**src/rtl/conv_layer_input_interface_param.sv**
```systemverilog
// Streams a channel-major image from an async-read pixel memory as window-column vectors
// for an OUT_W-lane PE array. Optional zero padding is enabled by defining CONV_IF_ZERO_PAD_EN.
module conv_layer_input_interface_param #(
  parameter int DATA_WIDTH  = 32,
  parameter int IMAGE_W     = 8,
  parameter int IMAGE_H     = 8,
  parameter int CHANNELS    = 1,
  parameter int KERNEL_SIZE = 3,
  parameter int STRIDE      = 1,
  parameter int ADDR_WIDTH  = 6,
`ifdef CONV_IF_ZERO_PAD_EN
  localparam int PAD        = (KERNEL_SIZE - 1) / 2,
`else
  localparam int PAD        = 0,
`endif
  localparam int OUT_W      = (IMAGE_W + 2 * PAD - KERNEL_SIZE) / STRIDE + 1,
  localparam int OUT_H      = (IMAGE_H + 2 * PAD - KERNEL_SIZE) / STRIDE + 1,
  localparam int CH_W       = $clog2(CHANNELS) + 1,
  localparam int ROW_W      = $clog2(OUT_H) + 1,
  localparam int K_W        = $clog2(KERNEL_SIZE) + 1
) (
  input  logic                        clk,
  input  logic                        rst,
  input  logic                        enable,
  input  logic [DATA_WIDTH-1:0]       pixel_in,
  output logic [ADDR_WIDTH-1:0]       mem_addr,
  output logic [OUT_W*DATA_WIDTH-1:0] out_kernel_port,
  output logic                        out_valid,
  input  logic                        out_ready,
  output logic [CH_W-1:0]             out_ch,
  output logic [ROW_W-1:0]            out_row,
  output logic [K_W-1:0]              kernel_row,
  output logic [K_W-1:0]              kernel_col,
  output logic                        busy,
  output logic                        frame_done
);

  localparam int BUF_W = IMAGE_W + 2 * PAD;
  localparam int COL_W = $clog2(IMAGE_W) + 1;

  typedef enum logic [2:0] {
    S_IDLE  = 3'd0,
    S_LOAD  = 3'd1,
    S_CLEAR = 3'd2,
    S_EMIT  = 3'd3,
    S_DONE  = 3'd4
  } state_t;

  state_t                    r_state, w_state_nx;
  logic [CH_W-1:0]           r_ch, w_ch_nx;
  logic [ROW_W-1:0]          r_row, w_row_nx;
  logic [K_W-1:0]            r_kr, w_kr_nx;
  logic [K_W-1:0]            r_kc, w_kc_nx;
  logic [COL_W-1:0]          r_col, w_col_nx;
  logic [ADDR_WIDTH-1:0]     r_addr, w_addr_nx;
  logic [DATA_WIDTH-1:0]     r_buf [BUF_W];
  logic [DATA_WIDTH-1:0]     w_buf_nx [BUF_W];
  logic [OUT_W*DATA_WIDTH-1:0] r_out, w_vec_nx;
  logic                      r_valid, r_busy, r_frame_done;
  logic                      w_frame_end;

  function automatic int f_src_row(input int row, input int kr);
    return row * STRIDE + kr - PAD;
  endfunction

  function automatic logic f_row_ok(input int src);
    return (src >= 0) && (src < IMAGE_H);
  endfunction

  function automatic logic [ADDR_WIDTH-1:0] f_base(input int ch, input int src);
    return ADDR_WIDTH'(ch * IMAGE_H * IMAGE_W + src * IMAGE_W);
  endfunction

  assign mem_addr        = r_addr;
  assign out_kernel_port = r_out;
  assign out_valid       = r_valid;
  assign out_ch          = r_ch;
  assign out_row         = r_row;
  assign kernel_row      = r_kr;
  assign kernel_col      = r_kc;
  assign busy            = r_busy;
  assign frame_done      = r_frame_done;

  assign w_frame_end = (r_kr == K_W'(KERNEL_SIZE - 1)) && (r_row == ROW_W'(OUT_H - 1)) &&
                       (r_ch == CH_W'(CHANNELS - 1));

  // State and loop-index registers
  always_ff @(posedge clk or posedge rst) begin
    if (rst) begin
      r_state <= S_IDLE;
      r_ch    <= '0;
      r_row   <= '0;
      r_kr    <= '0;
      r_kc    <= '0;
      r_col   <= '0;
    end else begin
      r_state <= w_state_nx;
      r_ch    <= w_ch_nx;
      r_row   <= w_row_nx;
      r_kr    <= w_kr_nx;
      r_kc    <= w_kc_nx;
      r_col   <= w_col_nx;
    end
  end

  // Next state and loop indices; enable low while busy aborts to IDLE
  always_comb begin
    w_state_nx = r_state;
    w_ch_nx    = r_ch;
    w_row_nx   = r_row;
    w_kr_nx    = r_kr;
    w_kc_nx    = r_kc;
    w_col_nx   = r_col;
    case (r_state)
      S_IDLE: begin
        if (enable) begin
          w_ch_nx    = '0;
          w_row_nx   = '0;
          w_kr_nx    = '0;
          w_kc_nx    = '0;
          w_col_nx   = '0;
          w_state_nx = f_row_ok(f_src_row(0, 0)) ? S_LOAD : S_CLEAR;
        end else begin
          w_state_nx = S_IDLE;
        end
      end
      S_LOAD, S_CLEAR, S_EMIT: begin
        if (!enable) begin
          w_state_nx = S_IDLE;
          w_ch_nx    = '0;
          w_row_nx   = '0;
          w_kr_nx    = '0;
          w_kc_nx    = '0;
          w_col_nx   = '0;
        end else if (r_state == S_LOAD) begin
          if (r_col == COL_W'(IMAGE_W - 1)) begin
            w_state_nx = S_EMIT;
            w_col_nx   = '0;
            w_kc_nx    = '0;
          end else begin
            w_col_nx = r_col + COL_W'(1'b1);
          end
        end else if (r_state == S_CLEAR) begin
          w_state_nx = S_EMIT;
          w_kc_nx    = '0;
        end else if (out_ready) begin
          if (r_kc == K_W'(KERNEL_SIZE - 1)) begin
            w_kc_nx = '0;
            if (r_kr == K_W'(KERNEL_SIZE - 1)) begin
              w_kr_nx = '0;
              if (r_row == ROW_W'(OUT_H - 1)) begin
                w_row_nx = '0;
                if (r_ch == CH_W'(CHANNELS - 1)) begin
                  w_ch_nx = '0;
                end else begin
                  w_ch_nx = r_ch + CH_W'(1'b1);
                end
              end else begin
                w_row_nx = r_row + ROW_W'(1'b1);
              end
            end else begin
              w_kr_nx = r_kr + K_W'(1'b1);
            end
            if (w_frame_end) begin
              w_state_nx = S_DONE;
            end else begin
              w_state_nx = f_row_ok(f_src_row(int'(w_row_nx), int'(w_kr_nx))) ? S_LOAD : S_CLEAR;
            end
          end else begin
            w_kc_nx = r_kc + K_W'(1'b1);
          end
        end else begin
          w_state_nx = S_EMIT;
        end
      end
      S_DONE:  w_state_nx = S_IDLE;
      default: w_state_nx = S_IDLE;
    endcase
  end

  // Read address, row-buffer update and the next output vector
  always_comb begin
    w_addr_nx = r_addr;
    w_buf_nx  = r_buf;
    case (r_state)
      S_IDLE: begin
        if (w_state_nx == S_LOAD) begin
          w_addr_nx = f_base(0, f_src_row(0, 0));
        end else begin
          w_addr_nx = r_addr;
        end
      end
      S_LOAD: begin
        if (w_state_nx == S_IDLE) begin
          w_addr_nx = '0;
        end else begin
          for (int i = 0; i < IMAGE_W; i++) begin
            if (r_col == COL_W'(i)) begin
              w_buf_nx[PAD+i] = pixel_in;
            end else begin
              w_buf_nx[PAD+i] = r_buf[PAD+i];
            end
          end
          // The last column holds its address so mem_addr never runs past the image
          if (w_state_nx == S_LOAD) begin
            w_addr_nx = r_addr + ADDR_WIDTH'(1'b1);
          end else begin
            w_addr_nx = r_addr;
          end
        end
      end
      S_CLEAR: begin
        if (w_state_nx == S_EMIT) begin
          for (int i = 0; i < BUF_W; i++) begin
            w_buf_nx[i] = '0;
          end
        end else begin
          w_addr_nx = '0;
        end
      end
      S_EMIT: begin
        if (w_state_nx == S_LOAD) begin
          w_addr_nx = f_base(int'(w_ch_nx), f_src_row(int'(w_row_nx), int'(w_kr_nx)));
        end else if (w_state_nx == S_IDLE) begin
          w_addr_nx = '0;
        end else begin
          w_addr_nx = r_addr;
        end
      end
      default: w_addr_nx = r_addr;
    endcase
    // Lane j picks buffer column j*STRIDE+kc through an AND-OR mux over kc
    w_vec_nx = '0;
    for (int j = 0; j < OUT_W; j++) begin
      for (int k = 0; k < KERNEL_SIZE; k++) begin
        w_vec_nx[(OUT_W-j)*DATA_WIDTH-1 -: DATA_WIDTH] =
          w_vec_nx[(OUT_W-j)*DATA_WIDTH-1 -: DATA_WIDTH] |
          ({DATA_WIDTH{w_kc_nx == K_W'(k)}} & w_buf_nx[j*STRIDE+k]);
      end
    end
  end

  // Datapath and status output registers
  always_ff @(posedge clk or posedge rst) begin
    if (rst) begin
      r_addr       <= '0;
      r_out        <= '0;
      r_valid      <= 1'b0;
      r_busy       <= 1'b0;
      r_frame_done <= 1'b0;
      for (int i = 0; i < BUF_W; i++) begin
        r_buf[i] <= '0;
      end
    end else begin
      r_addr <= w_addr_nx;
      for (int i = 0; i < BUF_W; i++) begin
        r_buf[i] <= w_buf_nx[i];
      end
      if (w_state_nx == S_EMIT) begin
        r_out <= w_vec_nx;
      end else begin
        r_out <= r_out;
      end
      r_valid      <= (w_state_nx == S_EMIT);
      r_busy       <= (w_state_nx == S_LOAD) || (w_state_nx == S_CLEAR) || (w_state_nx == S_EMIT);
      r_frame_done <= (w_state_nx == S_DONE);
    end
  end

endmodule

```
**config.mk**
```make
export PLATFORM = sky130hd
export DESIGN_NAME = conv_layer_input_interface_param
export DESIGN_NICKNAME = d
export VERILOG_FILES = /design/src/rtl/conv_layer_input_interface_param.sv
export SDC_FILE = /design/constraint.sdc
export NUM_CORES = 2
export LEC_CHECK = 0
export BUFFER_PORTS_ARGS = -buffer_cell sky130_fd_sc_hd__buf_2
export CORE_ASPECT_RATIO = 1.75
export CORE_MARGIN = 10
export CORE_UTILIZATION = 50
export CTS_BUF_LIST = sky130_fd_sc_hd__clkbuf_8
export DETAILED_ROUTE_END_ITERATION = 10
export GPL_ROUTABILITY_DRIVEN = 0
export PLACE_DENSITY_LB_ADDON = 0.05
export SLEW_MARGIN = 5
export SYNTH_ARGS = -nofsm -noshare
export SYNTH_HDL_FRONTEND = slang
export SYNTH_SLANG_ARGS = --single-unit
```
**constraint.sdc**
```tcl
create_clock -name clk -period 45.1 [get_ports clk]
set_clock_uncertainty 0.15 [all_clocks]
set_input_delay 13.53 -clock clk [delete_from_list [all_inputs] [get_ports clk]]
set_output_delay 13.53 -clock clk [all_outputs]
set_load 0.02 [all_outputs]
```
==> tab_implementation.tex <==
\begin{tabular}{lr}
\hline
Metric & Value \\
\hline
\multicolumn{2}{l}{\textbf{Power}} \\
\quad Leak pwr & 11.5 nW \\
\quad Switching power summed over all nets & roughly 0.34 mW \\
\quad Power per standard cell area & $\sim$43 nW/um2 \\
\quad Net Sw Frac & 32.1\% \\
\quad Largest voltage drop on the vdd net & 0.0313 mV \\
\quad Portion of total power attributed to combinational logic & 17.6\% \\
\quad Clock share of power & 34.8\% \\
\quad Internal & 0.725 mW \\
\quad Fraction of power consumed by sequential logic & 47.6\% \\
\multicolumn{2}{l}{\textbf{STA}} \\
\quad Actual slew at the worst max-slew pin & 1390 ps \\
\quad Endpoints failing setup & 0 \\
\quad Minimum period implied by the final worst setup slack & 17470 ps \\
\quad Final sum of negative setup slack & 0 ps \\
\quad Post-route fraction of the period consumed by the critical path & 38.7\% \\
\quad Max frequency & 57.2 MHz \\
\quad Final Max Tran Viols & 0 \\
\quad Max transition margin & 7.34\% \\
\quad Final Hold Vio Count & 0 \\
\quad Setup repair after global routing missed its margin & false \\
\multicolumn{2}{l}{\textbf{CTS}} \\
\quad CTS hold repair buffers & 0 \\
\quad Resized Gates After CTS & 0 \\
\quad Insertion delay to the later sink of the worst-skew pair & 650 ps \\
\quad Number of sinks on the clock net & 474 \\
\quad Clk buf depth & 3 \\
\quad Post-CTS repair timing setup buffer count & 0 \\
\quad Number of CTS-inserted buffers & 74 \\
\quad Clock-pin slew on the worst setup and hold paths & 50 ps \\
\quad CTS tree & yes \\
\quad Number of H-tree branching levels & 3 \\
\quad Root Driver & sky130\_fd\_sc\_hd\_\_clkbuf\_8 \\
\multicolumn{2}{l}{\textbf{Setup path}} \\
\quad Reg-to-reg setup timing slack & 39840 ps \\
\quad WP data required & 45510 ps \\
\quad Start of the worst register-to-register path & r\_col[0] \\
\quad Largest fanout on the critical path & 175 \\
\quad Endpoint of the most critical register-to-register path & out\_kernel\_port[182] \\
\quad Data arrival, critical path & 17890 ps \\
\quad Path depth of the worst reg2reg path & 10 \\
\quad Startpoint Class & input port \\
\quad Type of the worst setup path & in -> reg \\
\quad Element type at the critical path end & register \\
\multicolumn{2}{l}{\textbf{Yosys}} \\
\quad Sequential cell area fraction in the yosys report & 53.7\% \\
\quad Number of flip-flops and latches in the synthesized netlist & 474 \\
\quad Count of synthesis-stage warnings from yosys & 0 \\
\quad Largest family of logic cells by synthesized area & compound AO/OA/AOI/OAI gates \\
\quad FFs w/ async S/R, synth & 100\% \\
\quad Mux cell area share after synthesis & less than 1\% \\
\quad Adder-cell area share of the yosys netlist & 0.657\% \\
\quad Most frequent cell after synthesis & sky130\_fd\_sc\_hd\_\_dfrtp\_1 \\
\quad Synthesized cell area & $\sim$22000 um2 \\
\quad Yosys top cell by area & sky130\_fd\_sc\_hd\_\_dfrtp\_1 \\
\quad Cell types with the largest area share after synthesis & sky130\_fd\_sc\_hd\_\_dfrtp\_1 (54\%), sky130\_fd\_sc\_hd\_\_a22o\_1 (10\%), sky130\_fd\_sc\_hd\_\_nand3\_1 (5.0\%) \\
\quad Proportion of netlist area held by the largest area contributor & 53.7\% \\
\quad Predominant post-synthesis flop cell & sky130\_fd\_sc\_hd\_\_dfrtp\_1 \\
\quad Simple logic cell fraction of the synthesized area & 9.69\% \\
\quad Mapped Nets & 2128 \\
\quad Count of flip-flops with a built-in enable after synthesis & 0 \\
\quad Cell types with the highest counts after synthesis & sky130\_fd\_sc\_hd\_\_dfrtp\_1 (474), sky130\_fd\_sc\_hd\_\_a22o\_1 (259), sky130\_fd\_sc\_hd\_\_nand3\_1 (221) \\
\quad Distinct cell type count of the synthesized netlist & 72 \\
\quad Post-synthesis xor/xnor area fraction & 0.261\% \\
\quad Synth Area per Inst & 10.6 um2 \\
\quad Compound-gate portion of the synthesized area & between 30\% and 40\% \\
\quad Instance count of the mapped netlist & 2081 \\
\multicolumn{2}{l}{\textbf{Min path}} \\
\quad Worst min-delay path startpoint & r\_buf[251] \\
\quad Number of stages on the worst hold path & 1 \\
\quad Hold Path Class & reg -> reg \\
\quad End of the worst hold path & r\_buf[251] \\
\multicolumn{2}{l}{\textbf{Drt}} \\
\quad \# DRC & 0 \\
\quad TritonRoute pass-1 iters & 6 \\
\quad Met3 Wirelength & 6110 um \\
\quad Violation count after the first detailed-routing iteration & about 2100 \\
\quad Antenna violation net count after detailed routing & 0 \\
\quad Drt total wl & 85900 um \\
\quad Number of vias per cell & 7.02 \\
\quad Routed length on met1 & between 30000 and 40000 um \\
\quad Avg WL per Cell & 30.6 um \\
\quad Routed wl met2 & about 44000 um \\
\quad Max Used Layer & met5 \\
\quad Via count of the routed design & 19723 \\
\multicolumn{2}{l}{\textbf{Final layout}} \\
\quad Nets@finish & 2230 \\
\quad Share of final-layout standard cells stronger than drive strength 1 & 18.8\% \\
\quad Area Growth Syn to Fin & 12.5\% \\
\quad Share of the core filled with cells & 57.0\% \\
\multicolumn{2}{l}{\textbf{Global routing}} \\
\quad Antenna violations before repair & 9 \\
\quad Maximum number of pins on one net before global-route repair & approximately 180 \\
\quad Overflow left after global routing & 0 \\
\quad Overall track demand over capacity in global routing & around a third \\
\quad First-pass GRT wire length & 128000 um \\
\quad Via count of the first global-routing pass & 19839 \\
\multicolumn{2}{l}{\textbf{Die}} \\
\quad Chip Height & 298 um \\
\quad Die width & 179 um \\
\quad Number of standard-cell rows in the floorplan & about 100 \\
\quad Floorplan die area & 53300 um2 \\
\quad Area of the core region & 43600 um2 \\
\quad Starting utilization of the core area & 50.6\% \\
\quad Number of top-level pins & 248 \\
\multicolumn{2}{l}{\textbf{Outcome}} \\
\quad Result of the run & completed \\
\multicolumn{2}{l}{\textbf{Placement}} \\
\quad Port Buf Inserts & 246 \\
\quad Final HPWL DP & 54500 um \\
\multicolumn{2}{l}{\textbf{Job}} \\
\quad Number of max-cap violations & 0 \\
\hline
\end{tabular}
-- worst max-delay path, cell delays in order --
cell	delay (ps)
sky130_fd_sc_hd__buf_2	210
sky130_fd_sc_hd__and4b_1	380
sky130_fd_sc_hd__a31o_2	370
sky130_fd_sc_hd__o21ai_4	80
sky130_fd_sc_hd__buf_12	630
sky130_fd_sc_hd__inv_4	570
sky130_fd_sc_hd__nor4b_4	460
sky130_fd_sc_hd__buf_4	560
sky130_fd_sc_hd__buf_4	710
sky130_fd_sc_hd__a221o_1	260
-- metrics by stage --
step / total power [mW] / std cells / hold slack, ps / area, um2 / setup WS (ps)
finish: 1.07 / 2810 / 348 / 24800 / 27630
global placement: 0.698 / 2673 / 329 / 23300 / 27160
floorplan: 0.624 / 2081 / 314 / 22100 / 18200
global route: 1.11 / 2809 / 356 / 24800 / 27480
detailed placement: 0.701 / 2673 / 331 / 23300 / 27090
CTS: 1.07 / 2806 / 350 / 24800 / 27750
-- power by group through the flow --
stage / clock network, mW / registers [mW] / logic [mW]
after floorplan: 0 / 0.527 / 0.0969
after global placement: 0 / 0.514 / 0.184
after detailed placement: 0 / 0.513 / 0.188
after CTS: 0.377 / 0.506 / 0.188
after global routing: 0.397 / 0.511 / 0.201
final: 0.372 / 0.508 / 0.187
-- cells in the final DEF, fill, tap and decap left out, types with 3 or more instances in the layout --
cell type	n
sky130_fd_sc_hd__dfrtp_1	474
sky130_fd_sc_hd__a22o_1	259
sky130_fd_sc_hd__buf_2	246
sky130_fd_sc_hd__nand3_1	221
sky130_fd_sc_hd__a31oi_1	112
sky130_fd_sc_hd__a221o_1	108
sky130_fd_sc_hd__a22oi_1	105
sky130_fd_sc_hd__a21oi_1	104
sky130_fd_sc_hd__clkbuf_8	92
sky130_fd_sc_hd__o21ai_1	85
sky130_fd_sc_hd__nand2_1	82
sky130_fd_sc_hd__o21ai_0	60
sky130_fd_sc_hd__and3_1	45
sky130_fd_sc_hd__inv_1	35
sky130_fd_sc_hd__buf_4	33
sky130_fd_sc_hd__a2bb2oi_1	32
sky130_fd_sc_hd__nor2_1	16
sky130_fd_sc_hd__o21ai_4	10
sky130_fd_sc_hd__ha_1	10
sky130_fd_sc_hd__clkinv_2	10
sky130_fd_sc_hd__nand2b_1	8
sky130_fd_sc_hd__nor3_1	5
sky130_fd_sc_hd__nor2b_1	5
sky130_fd_sc_hd__a32o_1	5
sky130_fd_sc_hd__diode_2	4
sky130_fd_sc_hd__nand3b_1	3
sky130_fd_sc_hd__nor3_2	3
sky130_fd_sc_hd__mux2_2	3
sky130_fd_sc_hd__nand4b_1	3
sky130_fd_sc_hd__o22ai_1	3
sky130_fd_sc_hd__clkinvlp_4	3
-- flip-flops by register name, indices dropped and copies added, names as in the netlist, 3 cells and up --
signal,flops
mem_addr,6
r_buf,256
r_col,4
r_state,3
out_row,4
out_kernel_port,192
kernel_col,3
kernel_row,3
-- worst max-delay path by stage --
stage,to,depth (start not counted),startpoint
5_1_grt,out_kernel_port[114],11,enable
4_1_cts,out_kernel_port[114],11,enable
2_1_floorplan,busy,1,rst
3_5_place_dp,out_kernel_port[114],11,enable
6_report,out_kernel_port[182],10,enable
3_3_place_gp,out_kernel_port[114],11,enable
-- routing by layer --
layer | global-route usage (%) | vias to the layer above
li1 | - | 8298
met1 | 35.9 | 10129
met2 | 52.6 | 1024
met3 | 5.73 | 260
met4 | 19.6 | 12
met5 | 0 | -
-- logic make-up after synthesis --
| logic type | Yosys count |
|---|---|
| other | 1 |
| buffers and inverters | 267 |
| multiplexers | 4 |
| AND/OR/NAND/NOR | 416 |
| AO/OA/AOI/OAI | 903 |
| flip-flops | 474 |
| adder cells (fa/ha/maj) | 11 |
| XOR/XNOR | 5 |
-- cell type report --
| cell class | instances | area [um2] |
|---|---|---|
| Fill cell | 3870 | 18800 |
| Sequential cell | 474 | 11900 |
| Multi-Input combinational cell | 1340 | 9210 |
| Timing Repair Buffer | 280 | 1500 |
| Clock buffer | 92 | 1270 |
| Tap cell | 566 | 708 |
| Clock inverter | 41 | 221 |
| Inverter | 13 | 58.8 |
| Antenna cell | 4 | 10.0 |
Power figures use the tool's default switching activity.
